**src/rtl/dma_burst_engine_if.sv**
```systemverilog
// Bus-side port bundle of the DMA burst engine: arbiter request/grant,
// burst handshake, write/read beat strobes and bus error.
interface dma_burst_engine_if;
  logic [31:0] address_dataIN;
  logic        end_transactionIN;
  logic        data_validIN;
  logic        busyIN;
  logic        errorIN;
  logic        granted;

  logic [31:0] address_dataOUT;
  logic [3:0]  byte_enableOUT;
  logic [7:0]  burst_sizeOUT;
  logic        read_n_writeOUT;
  logic        begin_transactionOUT;
  logic        end_transactionOUT;
  logic        data_validOUT;
  logic        busyOUT;
  logic        request;

  modport master (
    input  address_dataIN, end_transactionIN, data_validIN, busyIN, errorIN, granted,
    output address_dataOUT, byte_enableOUT, burst_sizeOUT, read_n_writeOUT,
           begin_transactionOUT, end_transactionOUT, data_validOUT, busyOUT, request
  );

  modport slave (
    output address_dataIN, end_transactionIN, data_validIN, busyIN, errorIN, granted,
    input  address_dataOUT, byte_enableOUT, burst_sizeOUT, read_n_writeOUT,
           begin_transactionOUT, end_transactionOUT, data_validOUT, busyOUT, request
  );
endinterface

```
**src/rtl/dma_burst_engine.sv**
```systemverilog
// Bus-master DMA: moves a block of 32-bit words between the local buffer and
// the shared bus, split into bursts of at most MAX_BURST beats, with
// re-arbitration before every burst.
//
//  state | meaning
//  IDLE  | waiting for start_write / start_read
//  REQ   | requesting the bus, waiting for grant
//  HS    | one-cycle burst handshake (address, size, direction)
//  PREF  | write only: first buffer word is being fetched
//  WDATA | write beats, one per cycle unless the slave stalls
//  RDATA | read beats from the slave into the buffer
//  WEND  | write burst end strobe
//  GAP   | one idle cycle between bursts with request dropped
module dma_burst_engine #(
  parameter int BUF_AW    = 9,
  parameter int MAX_BURST = 16
) (
  input  logic              clock,
  input  logic              reset,
  input  logic              start_write,
  input  logic              start_read,
  input  logic [31:0]       cmd_bus_address,
  input  logic [BUF_AW-1:0] cmd_buffer_start,
  input  logic [BUF_AW-1:0] cmd_word_count,
  input  logic [3:0]        cmd_byte_enable,
  output logic              dma_busy,
  output logic              dma_done,
  output logic              dma_error,
  output logic [BUF_AW-1:0] bufferAddress,
  output logic [31:0]       dataIn,
  output logic              writeEnable,
  input  logic [31:0]       dataOut,
  dma_burst_engine_if.master bus
);

  // Wide enough for remaining+1 (up to 2**BUF_AW) and for MAX_BURST (up to 256).
  localparam int LW = (BUF_AW + 1 > 9) ? BUF_AW + 1 : 9;

  typedef enum logic [2:0] {IDLE, REQ, HS, PREF, WDATA, RDATA, WEND, GAP} state_t;

  state_t            state_q, state_d;
  logic [31:0]       addr_q, addr_d;
  logic [BUF_AW-1:0] ptr_q, ptr_d;
  logic [BUF_AW-1:0] rem_q, rem_d;
  logic              rnw_q, rnw_d;
  logic [3:0]        be_q, be_d;
  logic [LW-1:0]     beat_q, beat_d;
  logic [31:0]       data_q, data_d;
  logic              error_q, error_d;
  logic              busy_q, done_q, request_q, begin_q, dvalid_q, wend_q;

  logic [LW-1:0]     rem_plus1, blen, r_count;
  logic              last_burst, w_accept, r_beat, abort, burst_end;

  assign rem_plus1  = {{(LW-BUF_AW){1'b0}}, rem_q} + LW'(1);
  assign blen       = (rem_plus1 > LW'(MAX_BURST)) ? LW'(MAX_BURST) : rem_plus1;
  assign last_burst = (rem_plus1 == blen);
  assign abort      = (state_q != IDLE) && bus.errorIN;
  assign w_accept   = (state_q == WDATA) && !bus.busyIN && !bus.errorIN;
  assign r_beat     = (state_q == RDATA) && bus.data_validIN && !bus.errorIN;
  assign r_count    = beat_q + {{(LW-1){1'b0}}, r_beat};
  assign burst_end  = !abort && ((state_q == WEND) ||
                      ((state_q == RDATA) && bus.end_transactionIN && (r_count == blen)));

  // Next-state and datapath update for the transfer sequencer.
  always_comb begin
    state_d = state_q;
    addr_d  = addr_q;
    ptr_d   = ptr_q;
    rem_d   = rem_q;
    rnw_d   = rnw_q;
    be_d    = be_q;
    beat_d  = beat_q;
    data_d  = data_q;
    error_d = error_q;
    case (state_q)
      IDLE: begin
        if (start_write || start_read) begin
          state_d = REQ;
          addr_d  = cmd_bus_address;
          ptr_d   = cmd_buffer_start;
          rem_d   = cmd_word_count;
          rnw_d   = !start_write;
          be_d    = cmd_byte_enable;
          beat_d  = '0;
          error_d = 1'b0;
        end
      end
      REQ: begin
        beat_d = '0;
        if (bus.granted) state_d = HS;
      end
      HS:   state_d = rnw_q ? RDATA : PREF;
      PREF: begin
        data_d  = dataOut;
        state_d = WDATA;
      end
      WDATA: begin
        if (w_accept) begin
          data_d = dataOut;
          ptr_d  = ptr_q + BUF_AW'(1);
          beat_d = beat_q + LW'(1);
          if (beat_q == blen - LW'(1)) state_d = WEND;
        end
      end
      RDATA: begin
        if (r_beat) begin
          ptr_d  = ptr_q + BUF_AW'(1);
          beat_d = beat_q + LW'(1);
        end
        if (bus.end_transactionIN && (r_count != blen)) begin
          state_d = IDLE;
          error_d = 1'b1;
        end
      end
      WEND:    state_d = state_q;
      GAP:     state_d = REQ;
      default: state_d = IDLE;
    endcase
    if (burst_end) begin
      addr_d  = addr_q + (32'(blen) << 2);
      rem_d   = rem_q - BUF_AW'(blen);
      state_d = last_burst ? IDLE : GAP;
    end
    if (abort) begin
      state_d = IDLE;
      error_d = 1'b1;
    end
  end

  // State, datapath registers and state-decoded outputs.
  always_ff @(posedge clock or negedge reset) begin
    if (!reset) begin
      state_q   <= IDLE;
      addr_q    <= '0;
      ptr_q     <= '0;
      rem_q     <= '0;
      rnw_q     <= 1'b0;
      be_q      <= '0;
      beat_q    <= '0;
      data_q    <= '0;
      error_q   <= 1'b0;
      busy_q    <= 1'b0;
      done_q    <= 1'b0;
      request_q <= 1'b0;
      begin_q   <= 1'b0;
      dvalid_q  <= 1'b0;
      wend_q    <= 1'b0;
    end else begin
      state_q   <= state_d;
      addr_q    <= addr_d;
      ptr_q     <= ptr_d;
      rem_q     <= rem_d;
      rnw_q     <= rnw_d;
      be_q      <= be_d;
      beat_q    <= beat_d;
      data_q    <= data_d;
      error_q   <= error_d;
      busy_q    <= (state_d != IDLE);
      done_q    <= (state_q != IDLE) && (state_d == IDLE);
      request_q <= (state_d != IDLE) && (state_d != GAP);
      begin_q   <= (state_d == HS);
      dvalid_q  <= (state_d == WDATA);
      wend_q    <= (state_d == WEND);
    end
  end

  // Buffer address: HS addresses the first word so it lands in data_q at the
  // end of PREF; from PREF on the address runs one word ahead, two on accept.
  always_comb begin
    bufferAddress = ptr_q;
    if (state_q == PREF)       bufferAddress = ptr_q + BUF_AW'(1);
    else if (state_q == WDATA) bufferAddress = ptr_q + (w_accept ? BUF_AW'(2) : BUF_AW'(1));
  end

  assign writeEnable = r_beat;
  assign dataIn      = r_beat ? bus.address_dataIN : 32'h0;

  assign dma_busy  = busy_q;
  assign dma_done  = done_q;
  assign dma_error = error_q;

  assign bus.address_dataOUT      = (state_q == HS)    ? addr_q :
                                    (state_q == WDATA) ? data_q : 32'h0;
  assign bus.byte_enableOUT       = (state_q == HS) ? be_q : 4'h0;
  assign bus.burst_sizeOUT        = (state_q == HS) ? 8'(blen - LW'(1)) : 8'h0;
  assign bus.read_n_writeOUT      = (state_q == HS) && rnw_q;
  assign bus.begin_transactionOUT = begin_q;
  assign bus.data_validOUT        = dvalid_q;
  assign bus.end_transactionOUT   = wend_q ||
                                    (bus.errorIN && ((state_q == WDATA) || (state_q == RDATA)));
  assign bus.busyOUT              = 1'b0;
  assign bus.request              = request_q;

endmodule

```
**src/flat_wrapper.sv**
```systemverilog
// flat-port wrapper written by rule: the top's interface ports become plain ports
module dma_burst_engine_flat 
#(
  parameter int BUF_AW    = 9,
  parameter int MAX_BURST = 16
)
  (clock, reset, start_write, start_read, cmd_bus_address, cmd_buffer_start, cmd_word_count, cmd_byte_enable, dma_busy, dma_done, dma_error, bufferAddress, dataIn, writeEnable, dataOut, bus_address_dataIN, bus_end_transactionIN, bus_data_validIN, bus_busyIN, bus_errorIN, bus_granted, bus_address_dataOUT, bus_byte_enableOUT, bus_burst_sizeOUT, bus_read_n_writeOUT, bus_begin_transactionOUT, bus_end_transactionOUT, bus_data_validOUT, bus_busyOUT, bus_request);
  dma_burst_engine_if bus_i ();
  input  logic clock;
  input  logic reset;
  input  logic start_write;
  input  logic start_read;
  input  logic [31:0] cmd_bus_address;
  input  logic [BUF_AW-1:0] cmd_buffer_start;
  input  logic [BUF_AW-1:0] cmd_word_count;
  input  logic [3:0] cmd_byte_enable;
  output logic dma_busy;
  output logic dma_done;
  output logic dma_error;
  output logic [BUF_AW-1:0] bufferAddress;
  output logic [31:0] dataIn;
  output logic writeEnable;
  input  logic [31:0] dataOut;
  input wire logic [$bits(bus_i.address_dataIN)-1:0] bus_address_dataIN;
  input wire logic [$bits(bus_i.end_transactionIN)-1:0] bus_end_transactionIN;
  input wire logic [$bits(bus_i.data_validIN)-1:0] bus_data_validIN;
  input wire logic [$bits(bus_i.busyIN)-1:0] bus_busyIN;
  input wire logic [$bits(bus_i.errorIN)-1:0] bus_errorIN;
  input wire logic [$bits(bus_i.granted)-1:0] bus_granted;
  output wire logic [$bits(bus_i.address_dataOUT)-1:0] bus_address_dataOUT;
  output wire logic [$bits(bus_i.byte_enableOUT)-1:0] bus_byte_enableOUT;
  output wire logic [$bits(bus_i.burst_sizeOUT)-1:0] bus_burst_sizeOUT;
  output wire logic [$bits(bus_i.read_n_writeOUT)-1:0] bus_read_n_writeOUT;
  output wire logic [$bits(bus_i.begin_transactionOUT)-1:0] bus_begin_transactionOUT;
  output wire logic [$bits(bus_i.end_transactionOUT)-1:0] bus_end_transactionOUT;
  output wire logic [$bits(bus_i.data_validOUT)-1:0] bus_data_validOUT;
  output wire logic [$bits(bus_i.busyOUT)-1:0] bus_busyOUT;
  output wire logic [$bits(bus_i.request)-1:0] bus_request;
  assign bus_i.address_dataIN = bus_address_dataIN;
  assign bus_i.end_transactionIN = bus_end_transactionIN;
  assign bus_i.data_validIN = bus_data_validIN;
  assign bus_i.busyIN = bus_busyIN;
  assign bus_i.errorIN = bus_errorIN;
  assign bus_i.granted = bus_granted;
  assign bus_address_dataOUT = bus_i.address_dataOUT;
  assign bus_byte_enableOUT = bus_i.byte_enableOUT;
  assign bus_burst_sizeOUT = bus_i.burst_sizeOUT;
  assign bus_read_n_writeOUT = bus_i.read_n_writeOUT;
  assign bus_begin_transactionOUT = bus_i.begin_transactionOUT;
  assign bus_end_transactionOUT = bus_i.end_transactionOUT;
  assign bus_data_validOUT = bus_i.data_validOUT;
  assign bus_busyOUT = bus_i.busyOUT;
  assign bus_request = bus_i.request;
  dma_burst_engine #(.BUF_AW(BUF_AW), .MAX_BURST(MAX_BURST)) u_core (.clock(clock), .reset(reset), .start_write(start_write), .start_read(start_read), .cmd_bus_address(cmd_bus_address), .cmd_buffer_start(cmd_buffer_start), .cmd_word_count(cmd_word_count), .cmd_byte_enable(cmd_byte_enable), .dma_busy(dma_busy), .dma_done(dma_done), .dma_error(dma_error), .bufferAddress(bufferAddress), .dataIn(dataIn), .writeEnable(writeEnable), .dataOut(dataOut), .bus(bus_i));
endmodule
```
**config.mk**
```make
export PLATFORM = sky130hd
export DESIGN_NAME = dma_burst_engine_flat
export DESIGN_NICKNAME = d
export VERILOG_FILES = /design/src/rtl/dma_burst_engine_if.sv /design/src/rtl/dma_burst_engine.sv /design/src/flat_wrapper.sv
export SDC_FILE = /design/constraint.sdc
export NUM_CORES = 1
export LEC_CHECK = 0
export CORE_ASPECT_RATIO = 0.8
export CORE_UTILIZATION = 35
export CTS_BUF_LIST = sky130_fd_sc_hd__clkbuf_4 sky130_fd_sc_hd__clkbuf_8
export DETAILED_ROUTE_END_ITERATION = 7
export PLACE_DENSITY_LB_ADDON = 0.08
export REMOVE_ABC_BUFFERS = 1
export SLEW_MARGIN = 20
export SYNTH_ARGS = -nofsm -noshare
export SYNTH_HDL_FRONTEND = slang
export SYNTH_SLANG_ARGS = --single-unit
```
**constraint.sdc**
```tcl
create_clock -name clock -period 8.9 [get_ports clock]
set_clock_uncertainty 0.2 [all_clocks]
set_input_delay 1.335 -clock clock [delete_from_list [all_inputs] [get_ports clock]]
set_output_delay 1.335 -clock clock [all_outputs]
set_load 0.02 [all_outputs]
```
==> flow_summary.json, run 1 <==
{
  "die_width_um": 167,
  "synthTopCellsByArea": "dfrtp_1, nand2_1, mux2_2",
  "required_ns": 7.36,
  "ys_seq_elements": 107,
  "tightest_slew_ns": 0.970,
  "peakVddDrop_mv": 0.152,
  "power_switching_mw": 1.56,
  "post_cts_buffers": 0,
  "cts_resized": 0,
  "fin_crit_sh_pct": 73.6,
  "ant_nets": 0,
  "path_max_fanout": 21,
  "top_level_ports": 222,
  "finalWirelength_mm": 23.9,
  "drt_iter0_drc": 545,
  "synth_warnings": 0,
  "syn_area_per_cell_um2": 8.67,
  "start_util_pct": 36.3,
  "synthFlopType": "dfrtp_1",
  "power_density_nw_per_um2": 318,
  "power_mw": 3.23,
  "track_usage_pct": 21.8,
  "combinationalPowerShare_pct": 60.0,
  "relSlewSlack_pct": 35.2,
  "worstSetupStartpoint": "u_core.rem_q[1]$_DFFE_PN0P_",
  "wl_per_cell_um": 17.9,
  "p_clk_share_pct": 9.5,
  "grt_pass1_vias": 6956,
  "syn_inst": 879,
  "grt_start_max_net_pins": 61,
  "numCtsBuffers": 9,
  "synth_edf_count": 0,
  "rr_worst_depth": 18,
  "finalHoldViolCount": 0,
  "die_h_um": 134,
  "synth-seq-area-share_pct": 35.1,
  "outcome": "finished, final reports clean",
  "end_kind": "output port",
  "worstSetupPathType": "reg -> out",
  "seqPwrFrac_pct": 30.4,
  "ys_async_sr_fraction_pct": 100,
  "leakage_nw": 3.98,
  "setup_violations": 0,
  "dieArea_um2": 22400,
  "cts_hold_buf": 0,
  "start_kind": "register",
  "vias_per_cell": 5.46,
  "nNetsFinal": 1209,
  "via_count": 7277,
  "worstReg2RegStart": "u_core.rem_q[1]$_DFFE_PN0P_",
  "diodes": 0,
  "clockRootBuffer": "clkbuf_8",
  "fmax_mhz": 153,
  "gp_congestion": 0.860,
  "core_region_area_um2": 21000,
  "setup_tns_ns": 0,
  "drive_gt1_share_pct": 8.92,
  "worstSkewPairLatency_ns": 0.40,
  "dr.pass1.iters": 5,
  "drv_slew": 0,
  "synth_top_area_cell": "dfrtp_1",
  "fin_crit_ns": 6.55,
  "drc": 0,
  "cts.sinks": 107,
  "cell_internal_pwr_mw": 1.66,
  "gr-total-overflow": 0,
  "path_clk_slew_ns": 0.12,
  "rsz0062_at_grt": "no",
  "tritoncts": "built",
  "htreeDepth": 3,
  "worst_slack_ns": 2.35,
  "hold_path.class": "reg -> reg",
  "yosysUniqueCellTypes": 85,
  "dp_hpwl_mm": 17.3,
  "std_cell_rows": 47,
  "area_growth_pct": 33.4,
  "max_cap_viol_count": 0,
  "antenna_found_initial": 0,
  "synth_area_um2": 7620,
  "grt_pass1_wl_mm": 38.7,
  "io_buffers": 220,
  "cts_buffer_depth": 2,
  "arrival_ns": 5.02,
  "synth.top_cell.area_share_pct": 35.1,
  "hp-start": "u_core.be_q[0]$_DFFE_PN0P_",
  "hold-path-cell-count": 2,
  "place_ws_ns": 2.64,
  "swShare_pct": 48.4
}
registers in the layout, summed over array words and instances, names as in the netlist, 3 cells and up:
signal          cells
u_core.addr_q      32
u_core.ptr_q        9
u_core.state_q      3
u_core.rem_q        9
u_core.be_q         4
u_core.data_q      32
u_core.beat_q      10
per-stage QoR:
stage	hold slack [ns]	std cells	instance area [µm²]	utilization [%]
finish	0.278	1334	10200	48.4
global route	0.303	1334	10200	48.4
CTS	0.283	1334	10200	48.4
detailed placement	0.254	1318	9980	47.5
global placement	0.249	1318	9980	47.5
floorplan	0.237	820	7340	-
area by class of cell:
| type | instances | area [µm²] |
|---|---|---|
| inverter | 30 | 115 |
| tap | 269 | 337 |
| timing repair buffer | 229 | 2270 |
| clock inverter | 7 | 61.3 |
| sequential | 107 | 2680 |
| clock buffer | 9 | 124 |
| multi-input combinational | 683 | 4580 |
| fill | 2025 | 10800 |
metal layers:
metal	track usage, %	routed length (µm)
met1	32.1	11800
met5	0	0
met4	4.27	244
met2	33.6	10600
met3	3.51	1240
final timing paths:
check                                                     end  slack, ns
min in group asynchronous         u_core.rem_q[0]$_DFFE_PN0P_       0.72
worst min-delay path               u_core.be_q[0]$_DFFE_PN0P_       0.28
worst max-delay path                     bus_burst_sizeOUT[4]       2.35
worst min register to register     u_core.be_q[0]$_DFFE_PN0P_       0.28
max in group asynchronous        u_core.beat_q[9]$_DFFE_PN0P_       6.50
worst max register to register  u_core.addr_q[20]$_DFFE_PN0P_       2.56
power by group through the flow:
stage               registers, mW  logic (mW)  clock network, mW
floorplan                   0.918        1.28                  0
global placement            0.984        1.92                  0
detailed placement          0.988        1.93                  0
CTS                         0.978        1.94              0.316
global route                 1.02        2.14              0.333
finish                      0.982        1.94              0.307
layout by cell type, fill, tap and decap left out, types with 5 or more instances in the layout:
cell	Yosys	final
clkdlybuf4s50_1	0	219
nand2_1	113	113
dfrtp_1	107	107
nor2_1	53	51
and2_1	45	45
a21oi_1	45	44
o21ai_0	43	43
mux2_2	35	35
inv_1	29	29
nor3_1	26	26
a22o_1	25	25
nand3_1	23	23
ha_1	20	20
o311ai_1	18	18
xnor2_1	15	15
o311ai_0	12	12
a31oi_1	11	11
nand2b_1	10	10
nand4_1	10	10
buf_4	3	10
and3_1	9	9
nor2b_1	9	9
mux2i_1	9	9
a221o_1	9	9
clkbuf_8	0	9
xor2_1	8	8
o211ai_1	8	8
o221ai_1	8	8
or2_2	7	7
o31ai_1	7	7
or3_1	6	6
conb_1	1	6
or4_1	5	5
a211oi_1	5	5
o22ai_1	5	5
worst max-delay path, cell delays in order, from the launching register on:
cell,delay [ns]
dfrtp_1,0.68
ha_1,0.74
nand3_1,0.25
or3_1,0.50
a211oi_4,0.67
nand2_1,0.27
ha_1,0.29
o31ai_1,0.13
or2_2,0.20
a211oi_1,0.05
a21oi_1,0.21
nor2_1,0.07
clkdlybuf4s50_1,0.55
cells in the mapped netlist, drive strengths merged (3+ instances only):
cell and n:
a211o 3, a211oi 7, a21boi 3, a21o 4, a21oi 45, a221o 9
a22o 25, a22oi 4, a311oi 4, a31oi 11, and2 46, and3 10
and4 4, buf 21, clkbuf 43, dfrtp 107, ha 20, inv 30
mux2 35, mux2i 10, nand2 115, nand2b 10, nand3 24, nand4 11
nor2 54, nor2b 9, nor3 27, nor4 6, o211ai 8, o21a 6
o21ai 49, o221ai 8, o22ai 5, o311ai 30, o31ai 7, o32ai 3
or2 9, or3 6, or4 5, xnor2 16, xor2 8
logic make-up after synthesis:
group                    synth area share, %
other                                 0.0492
AND/OR/NAND/NOR                         22.9
flip-flops                              35.1
buffers and inverters                   5.42
adder cells (fa/ha/maj)                 3.81
AO/OA/AOI/OAI                           23.1
multiplexers                            6.65
XOR/XNOR                                2.86
No activity file was read; power rests on OpenSTA's default activity.
==> inputs of run 2 (changes only) <==
clock period = 5.6 ns   (was 8.9 ns; I/O delays follow)
==> run 2 against run 1 <==
Compared with the run above:
- combinational power up 65%
- critical endpoint unchanged
- wire length is 0.77% higher
- cell count up 0.75%
- sequential power up 54%
==> flow_summary.json, run 2 (synthesis results as in run 1) <==
{
  "required_ns": 4.56,
  "start_util_pct": 36.3,
  "top_level_ports": 222,
  "fmax_mhz": 190,
  "max_cap_viol_count": 0,
  "worstSetupStartpoint": "u_core.rem_q[1]$_DFFE_PN0P_",
  "dieArea_um2": 22400,
  "relSlewSlack_pct": 30.5,
  "die_h_um": 134,
  "arrival_ns": 4.22,
  "mostFrequentLayoutCells": "clkdlybuf4s50_1, nand2_1, dfrtp_1",
  "tritoncts": "built",
  "end_kind": "output port",
  "reg_top3": "u_core.addr_q (32), u_core.data_q (32), u_core.beat_q (10)",
  "worstReg2RegStart": "u_core.rem_q[1]$_DFFE_PN0P_",
  "finalWirelength_mm": 24.1,
  "power_mw": 5.19,
  "core_region_area_um2": 21000,
  "dr.pass1.iters": 5,
  "path_depth": 14,
  "drc": 0,
  "via_count": 7355,
  "r2r-end": "u_core.addr_q[27]$_DFFE_PN0P_",
  "numCtsBuffers": 9,
  "track_usage_pct": 21.7,
  "fin_crit_ns": 5.26,
  "diodes": 0,
  "vias_per_cell": 5.47,
  "clockRootBuffer": "clkbuf_8",
  "nNetsFinal": 1219,
  "grt_pass1_wl_mm": 38.5,
  "hold_path.class": "reg -> reg",
  "gr-total-overflow": 0,
  "io_buffers": 220,
  "drt_iter0_drc": 582,
  "post_cts_buffers": 0,
  "rsz0062_at_grt": "no",
  "area_growth_pct": 34.4,
  "worst_slack_ns": 0.341,
  "grt_start_max_net_pins": 56,
  "std_cell_rows": 47,
  "cp_common_cell": "nand2_1",
  "path_cells": "ha_2, and4_1, nand2_1, mux2i_4, a211oi_4, buf_4, nand2_1, ha_1, o31ai_1, or2_2, a211oi_1, a21oi_1, nor2_1, clkdlybuf4s50_1",
  "layout_commonest_cell": "clkdlybuf4s50_1",
  "outcome": "finished, final reports clean",
  "start_kind": "register",
  "leakage_nw": 4.03,
  "ant_nets": 0,
  "fin_crit_sh_pct": 93.9,
  "cts_resized": 0,
  "grt_pass1_vias": 6928,
  "worstSkewPairLatency_ns": 0.40,
  "cts_hold_buf": 0,
  "rr_worst_depth": 18,
  "cts.sinks": 107,
  "peakVddDrop_mv": 0.195,
  "finalHoldViolCount": 0,
  "htreeDepth": 3,
  "antenna_found_initial": 0,
  "die_width_um": 167,
  "setup_violations": 0,
  "power_density_nw_per_um2": 507,
  "tightest_slew_ns": 1.04,
  "worst_path_dominant_cell_family": "simple AND/OR/NAND/NOR gates",
  "drv_slew": 0,
  "critPathCapture": "bus_burst_sizeOUT[4]",
  "slowest_delay_ns": 0.61,
  "place_ws_ns": 0.119,
  "critPathBufInv": 2,
  "gp_congestion": 0.892,
  "drive_gt1_share_pct": 10.2,
  "r2r_slack_ns": 0.45,
  "cpMaxStageDelayCell": "clkdlybuf4s50_1",
  "timing.hold.ws_ns": 0.277,
  "path_max_fanout": 13,
  "worstSetupPathType": "reg -> out",
  "dp_hpwl_mm": 17.8,
  "path_clk_slew_ns": 0.11,
  "cts_buffer_depth": 2,
  "wl_per_cell_um": 17.9
}
==> run 2: changes by cell type in the layout (fill, tap and decap cells not counted), sizes merged <==
| cell | previous run | this run |
|---|---|---|
| inv | 33 | 34 |
| clkinv | 4 | 2 |
| buf | 10 | 20 |
| clkinvlp | 0 | 1 |
==> run 2: final cells by class <==
class	instances	area (µm²)
Fill cell	2016	10800
Multi-Input combinational cell	683	4590
Sequential cell	107	2680
Timing Repair Buffer	239	2340
Tap cell	269	337
Clock buffer	9	124
Inverter	30	115
Clock inverter	7	57.6
==> run 2: worst min-delay path by stage <==
stage | from | end | slack, ns | cells past startpoint
2_1_floorplan | u_core.be_q[0]$_DFFE_PN0P_ | u_core.be_q[0]$_DFFE_PN0P_ | 0.24 | 2
3_3_place_gp | u_core.be_q[0]$_DFFE_PN0P_ | u_core.be_q[0]$_DFFE_PN0P_ | 0.25 | 2
3_5_place_dp | u_core.be_q[2]$_DFFE_PN0P_ | u_core.be_q[2]$_DFFE_PN0P_ | 0.25 | 2
4_1_cts | u_core.be_q[2]$_DFFE_PN0P_ | u_core.be_q[2]$_DFFE_PN0P_ | 0.28 | 2
5_1_grt | u_core.be_q[0]$_DFFE_PN0P_ | u_core.be_q[0]$_DFFE_PN0P_ | 0.31 | 2
6_report | u_core.be_q[1]$_DFFE_PN0P_ | u_core.be_q[1]$_DFFE_PN0P_ | 0.28 | 2
==> run 2: worst reg2reg max path, delay by kind of cell (launching register included) <==
family	cells	cell delay (ns)
buffers and inverters	3	0.62
adders and majority gates	2	0.56
AOI/OAI and AO/OA	9	2.13
and+or+nand+nor	4	1.06
DFF	1	0.51
==> run 2: per-stage QoR <==
step | area (µm²) | TNS [ns] | utilization, % | cells
6_report | 10200 | 0 | 48.8 | 1344
5_1_grt | 10200 | 0 | 48.8 | 1344
4_1_cts | 10200 | 0 | 48.7 | 1344
3_5_place_dp | 10100 | 0 | 47.9 | 1328
3_3_place_gp | 10100 | 0 | 47.9 | 1328
2_1_floorplan | 7340 | -3.59 | - | 820
==> run 2: metal layers <==
layer | part of all wire, % | vias up | routed length [µm] | track usage (%)
li1 | - | 3593 | - | -
met1 | 50 | 3525 | 12000 | 32.3
met2 | 44 | 225 | 10600 | 32.5
met3 | 5.3 | 12 | 1280 | 3.98
met4 | 0.78 | 0 | 187 | 4.58
met5 | 0 | - | 0 | 0
==> run 2: where the power goes <==
| group | total [mW] | leakage [nW] | switching, mW | internal [mW] |
|---|---|---|---|---|
| Sequential | 1.51 | 1.31 | 0.383 | 1.13 |
| Clock | 0.481 | 0.0938 | 0.311 | 0.170 |
| Combinational | 3.20 | 2.62 | 1.81 | 1.39 |
